[config.mk]
export PLATFORM = sky130hd
export DESIGN_NAME = cu_power_sequencer
export DESIGN_NICKNAME = d
export VERILOG_FILES = /design/src/rtl/cu_power_sequencer.sv
export SDC_FILE = /design/constraint.sdc
export NUM_CORES = 1
export LEC_CHECK = 0
export CORE_MARGIN = 1.5
export CORE_UTILIZATION = 45
export CTS_BUF_LIST = sky130_fd_sc_hd__clkbuf_16
export DETAILED_ROUTE_END_ITERATION = 12
export PLACE_DENSITY = 0.67
export SETUP_SLACK_MARGIN = 0.15
export SYNTH_ARGS = -nofsm -noshare
export SYNTH_HDL_FRONTEND = slang
export SYNTH_SLANG_ARGS = --single-unit
[constraint.sdc]
create_clock -name clk_i -period 2.1 [get_ports clk_i]
set_clock_uncertainty 0.2 [all_clocks]
set_input_delay 0.63 -clock clk_i [delete_from_list [all_inputs] [get_ports clk_i]]
set_output_delay 0.63 -clock clk_i [all_outputs]
set_load 0.05 [all_outputs]
[src/rtl/cu_power_sequencer.sv]
// Power sequencer for NUM_CHANNELS compute units plus the shared L2: per-channel wake/reset/drain
// FSMs and an L2 FSM with dependent power-up and an idle cool-down before gating.
module cu_power_sequencer #(
  parameter int NUM_CHANNELS   = 4,
  parameter int RST_CYCLES     = 2,
  parameter int DRAIN_CYCLES   = 4,
  parameter int L2_IDLE_CYCLES = 8
) (
  input  logic                    clk_i,
  input  logic                    rst_i,
  input  logic [NUM_CHANNELS-1:0] start_i,
  input  logic [NUM_CHANNELS-1:0] sleep_req_i,
  input  logic [NUM_CHANNELS-1:0] delay_sleep_i,
  input  logic                    l2_busy_i,
  output logic [NUM_CHANNELS-1:0] cu_clk_en_o,
  output logic [NUM_CHANNELS-1:0] cu_rst_n_o,
  output logic [NUM_CHANNELS-1:0] cu_active_o,
  output logic                    l2_clk_en_o,
  output logic                    l2_rst_n_o,
  output logic                    all_off_o
);

  localparam int CH_MAX = (RST_CYCLES > DRAIN_CYCLES) ? RST_CYCLES : DRAIN_CYCLES;
  localparam int CW     = $clog2(CH_MAX) + 1;
  localparam int L2_MAX = (RST_CYCLES > L2_IDLE_CYCLES) ? RST_CYCLES : L2_IDLE_CYCLES;
  localparam int LW     = $clog2(L2_MAX) + 1;

  localparam logic [CW-1:0] CH_RST_LAST   = CW'(RST_CYCLES - 1);
  localparam logic [CW-1:0] CH_DRAIN_LAST = CW'(DRAIN_CYCLES - 1);
  localparam logic [LW-1:0] L2_RST_LAST   = LW'(RST_CYCLES - 1);
  localparam logic [LW-1:0] L2_IDLE_LAST  = LW'(L2_IDLE_CYCLES - 1);

  typedef enum logic [2:0] {
    CH_OFF, CH_WAIT_L2, CH_RESET, CH_RUN, CH_DRAIN
  } ch_state_t;

  typedef enum logic [1:0] {
    L2_OFF, L2_RESET, L2_ON, L2_COOL
  } l2_state_t;

  // Counters saturate rather than wrap so a stalled count can never alias a terminal value.
  function automatic logic [CW-1:0] ch_inc(input logic [CW-1:0] v);
    return (v == '1) ? v : v + CW'(1);
  endfunction

  function automatic logic [LW-1:0] l2_inc(input logic [LW-1:0] v);
    return (v == '1) ? v : v + LW'(1);
  endfunction

  l2_state_t               l2_state;
  logic [LW-1:0]           l2_cnt;
  logic                    l2_on;
  logic [NUM_CHANNELS-1:0] ch_off;
  logic [NUM_CHANNELS-1:0] ch_wait;

  assign l2_on = (l2_state == L2_ON);

  for (genvar g = 0; g < NUM_CHANNELS; g++) begin : g_ch
    ch_state_t     state;
    logic [CW-1:0] cnt;

    always_ff @(posedge clk_i) begin
      if (rst_i) begin
        state <= CH_OFF;
        cnt   <= '0;
      end else begin
        case (state)
          CH_OFF: begin
            if (start_i[g]) begin
              state <= l2_on ? CH_RESET : CH_WAIT_L2;
              cnt   <= '0;
            end
          end
          CH_WAIT_L2: begin
            if (l2_on) begin
              state <= CH_RESET;
              cnt   <= '0;
            end
          end
          CH_RESET: begin
            if (cnt == CH_RST_LAST) state <= CH_RUN;
            else                    cnt   <= ch_inc(cnt);
          end
          CH_RUN: begin
            if (sleep_req_i[g]) begin
              state <= CH_DRAIN;
              cnt   <= '0;
            end
          end
          CH_DRAIN: begin
            // A wake request cancels the drain even on the cycle it would have completed.
            if (start_i[g])                  state <= CH_RUN;
            else if (delay_sleep_i[g])       cnt   <= '0;
            else if (cnt == CH_DRAIN_LAST)   state <= CH_OFF;
            else                             cnt   <= ch_inc(cnt);
          end
          default: begin
            state <= CH_OFF;
            cnt   <= '0;
          end
        endcase
      end
    end

    assign ch_off[g]      = (state == CH_OFF);
    assign ch_wait[g]     = (state == CH_WAIT_L2);
    assign cu_clk_en_o[g] = (state == CH_RESET) || (state == CH_RUN) || (state == CH_DRAIN);
    assign cu_rst_n_o[g]  = (state == CH_RUN) || (state == CH_DRAIN);
    assign cu_active_o[g] = (state == CH_RUN);
  end

  always_ff @(posedge clk_i) begin
    if (rst_i) begin
      l2_state <= L2_OFF;
      l2_cnt   <= '0;
    end else begin
      case (l2_state)
        L2_OFF: begin
          if (|ch_wait) begin
            l2_state <= L2_RESET;
            l2_cnt   <= '0;
          end
        end
        L2_RESET: begin
          if (l2_cnt == L2_RST_LAST) l2_state <= L2_ON;
          else                       l2_cnt   <= l2_inc(l2_cnt);
        end
        L2_ON: begin
          if (&ch_off && !l2_busy_i) begin
            l2_state <= L2_COOL;
            l2_cnt   <= '0;
          end
        end
        L2_COOL: begin
          if (!(&ch_off) || l2_busy_i)   l2_state <= L2_ON;
          else if (l2_cnt == L2_IDLE_LAST) l2_state <= L2_OFF;
          else                           l2_cnt   <= l2_inc(l2_cnt);
        end
        default: begin
          l2_state <= L2_OFF;
          l2_cnt   <= '0;
        end
      endcase
    end
  end

  assign l2_clk_en_o = (l2_state != L2_OFF);
  assign l2_rst_n_o  = (l2_state == L2_ON) || (l2_state == L2_COOL);
  assign all_off_o   = (&ch_off) && (l2_state == L2_OFF);

endmodule

==> flow_summary.ini, run 1 <==
[cells_and_area]
finalNetCount = 423
drive_above_1_share_pct = 50.6
syn_to_final_growth_pct = 78.1
final_area_mm2 = 0.00406
num-fill-cells = 235
antenna_cells = 0
layoutNonFillerInstCount = 466

[global_routing]
overflow = 0
antenna_found_initial = 0
gr-usage-all-layers_pct = 25.6
grt_pass1_vias = 2367
grt_pass1_wl_um = 10900
grt_max_degree = 16

[clock_tree]
postCtsHoldBufs = 0
cts_root_buffer = clkbuf_16
clk_path_buf_depth = 2
h-tree-depth = 2
clk_pin_slew_ps = 50
clkLatencyLatePin_ps = 280
cts_sinks = 30
cts_tree = yes
cts_buffers = 5

[setup_path]
cp-start-kind = flop
critPathRequiredTime_ps = 1270
critPathKind = flop to output pin
worstPathArrival_ps = 1420
cp_max_fo = 4
worst_setup_path_end_kind = output pin
ff2ff_path_depth = 8
r2r_slack_ps = 80

[sta]
hold_violations = 0
layout_min_cycle_time_ps = 2250
rsz0062_at_grt = yes
setup_ws_ps = -153
post-route-period-util_pct = 107
finalMaxSlewViolations = 0
max_freq_mhz = 444
max_slew_margin_pct = 74.4
finalSetupViolations = 9
tightest_slew_ps = 381
final.setup.tns_ps = -584

[floorplan]
io_pins = 30
rows = 25
fp.dieArea_mm2 = 0.00550
die_x_um = 74.1
die_y_um = 74.1
core_mm2 = 0.00479
initial_utilization_pct = 47.6

[power_and_ir_drop]
pwr-share-comb_pct = 68.2
peakVddDrop_mv = 0.692
p_clk_share_pct = 14.4
power_mw = 4.82
power.share.switching_pct = 42.4
leakagePower_nw = 1.69
internal_power_mw = 2.78
net-switching-power_mw = 2.05
pwr-share-seq_pct = 17.4
cellPowerDensity_mw_per_mm2 = 1190

[routing]
drt_wl_total_um = 8030
drc_errors = 0
avgViaCountPerCell = 5.82
dr.pass1.iters = 4
vias = 2713
drtIter0Drc = 123
detail-route-antenna-nets = 0
post_drt_wl_per_cell_um = 17.2

[hold_path]
hold_depth = 2
hp-class = flop to flop

[place]
dp_cells = 415
place_congestion = 0.875
place_area_mm2 = 0.00308
dpl.hpwl_um = 4220
io_buffers = 29

[outcome]
status = complete, but fails checks
violations = setup timing

[synth]
synth.distinct_cells = 56
synth-edff-count = 0
synth_seq_area_share_pct = 26.4
synth_top_cell_by_area = dfxtp_1
synth-async-reset-ratio_pct = 0
avgSynthCellArea_um2 = 7.64
yosysWarningCount = 0
synth_area_leaders = dfxtp_1 26%, ha_1 5.5%, a21oi_1 4.4%
synth_fp_nets = 323
synth_top_cell_area_share_pct = 26.4
syn_area_mm2 = 0.00228
synth-seq-cells = 30
synth_ff_type = dfxtp_1
postSynthCellCount = 298

[run]
drv_cap = 0
==> sequential cells by signal, indices dropped and copies added (netlist names) <==
| name | count |
|---|---|
| l2_cnt | 4 |
| g_ch.state | 12 |
| g_ch.cnt | 12 |
| l2_state | 2 |
==> cell usage after synthesis (4+ instances only) <==
| master | number |
|---|---|
| ha_1 | 10 |
| o21bai_1 | 4 |
| o32ai_1 | 6 |
| nand4_1 | 4 |
| dfxtp_1 | 30 |
| nand2b_1 | 11 |
| nor2b_1 | 9 |
| o22ai_1 | 6 |
| or3b_2 | 5 |
| or2_2 | 10 |
| nand3_1 | 7 |
| o21ai_0 | 10 |
| inv_1 | 18 |
| a21oi_1 | 20 |
| nor3_1 | 11 |
| nand2_1 | 21 |
| nor3b_1 | 4 |
| and3_1 | 5 |
| buf_2 | 8 |
| and2_1 | 6 |
| clkbuf_1 | 7 |
| a31oi_1 | 7 |
| nor2_1 | 24 |
| nand3b_1 | 6 |
==> routing by layer <==
| metal | track usage (%) | routed length [um] |
|---|---|---|
| met4 | 9.26 | 270 |
| met3 | 5.28 | 344 |
| met2 | 43.3 | 4100 |
| met1 | 32.0 | 3310 |
| met5 | 0 | 0 |
==> power by group through the flow <==
stage	clock [mW]	sequential (mW)	combinational (mW)
3_5_place_dp	0	0.781	2.35
5_1_grt	0.726	0.854	3.46
2_1_floorplan	0	0.753	1.53
4_1_cts	0.698	0.819	2.79
6_report	0.692	0.839	3.29
3_3_place_gp	0	0.779	2.32
==> stage by stage <==
stage | hold slack (ps) | setup slack [ps] | util, %
floorplan | 276 | 103 | -
global placement | 294 | -326 | 64.3
detailed placement | 307 | -366 | 64.3
CTS | 302 | -84.9 | 76.9
global route | 339 | -199 | 84.8
finish | 305 | -153 | 84.8
==> final cells by class <==
class                           instances  area, um^2  area share, %
Multi-Input combinational cell        232        1970           48.6
Inverter                               18        67.6           1.67
Clock inverter                          3        12.5          0.308
Tap cell                               67        83.8           2.07
Clock buffer                            5         125           3.08
Sequential cell                        30         626           15.4
Timing Repair Buffer                  111        1170           28.8
==> cell families after synthesis <==
group,after synthesis,synth area share [%]
AND/OR/NAND/NOR,140,35.1
AO/OA/AOI/OAI,79,24.5
flip-flops,30,26.4
multiplexers,3,1.37
adder cells (fa/ha/maj),10,5.49
buffers and inverters,36,7.20
==> final timing paths <==
path | start | to
worst max-delay path | g_ch[2].state[0] | all_off_o
worst min-delay path | g_ch[3].cnt[1] | g_ch[3].cnt[1]
worst max register to register | g_ch[2].state[0] | l2_cnt[3]
worst min register to register | g_ch[3].cnt[1] | g_ch[3].cnt[1]
==> cell usage in the layout (no fill, tap or decap), types with 5 or more instances in the layout <==
cell,synthesis,final
dlygate4sd2_1,0,7
nor3_1,11,7
nand3b_1,6,6
a21oi_2,0,6
nand3_1,7,6
nand2b_1,11,6
nor2b_1,9,6
dfxtp_2,0,11
ha_1,10,8
or3b_4,0,6
o21ai_0,10,6
dfxtp_1,30,16
buf_6,2,21
nor2_1,24,19
or2_2,10,8
nand2_1,21,15
inv_1,18,19
clkbuf_16,0,5
nand2b_4,0,5
buf_4,1,58
a21oi_1,20,14
buf_12,0,17
==> worst max-delay path, cell delays in order, from the launching register on <==
cell,delay [ps]
dfxtp_2,340
nor3_2,260
nand4_1,240
nor2_4,160
buf_12,140
==> what timing repair did <==
item | CTS | global route
cloned | 0 | 0
resized for setup | 73 | 60
setup buffers | 27 | 16
pin swaps | 32 | 38
endpoints found under the setup margin | 39 | 37
No activity file was read; power rests on OpenSTA's default activity.
==> inputs of run 2 (changes only) <==
SLEW_MARGIN = 20   (was default)
==> results of run 2 <==
Final layout, timing and power as in run 1 (identical DEF).
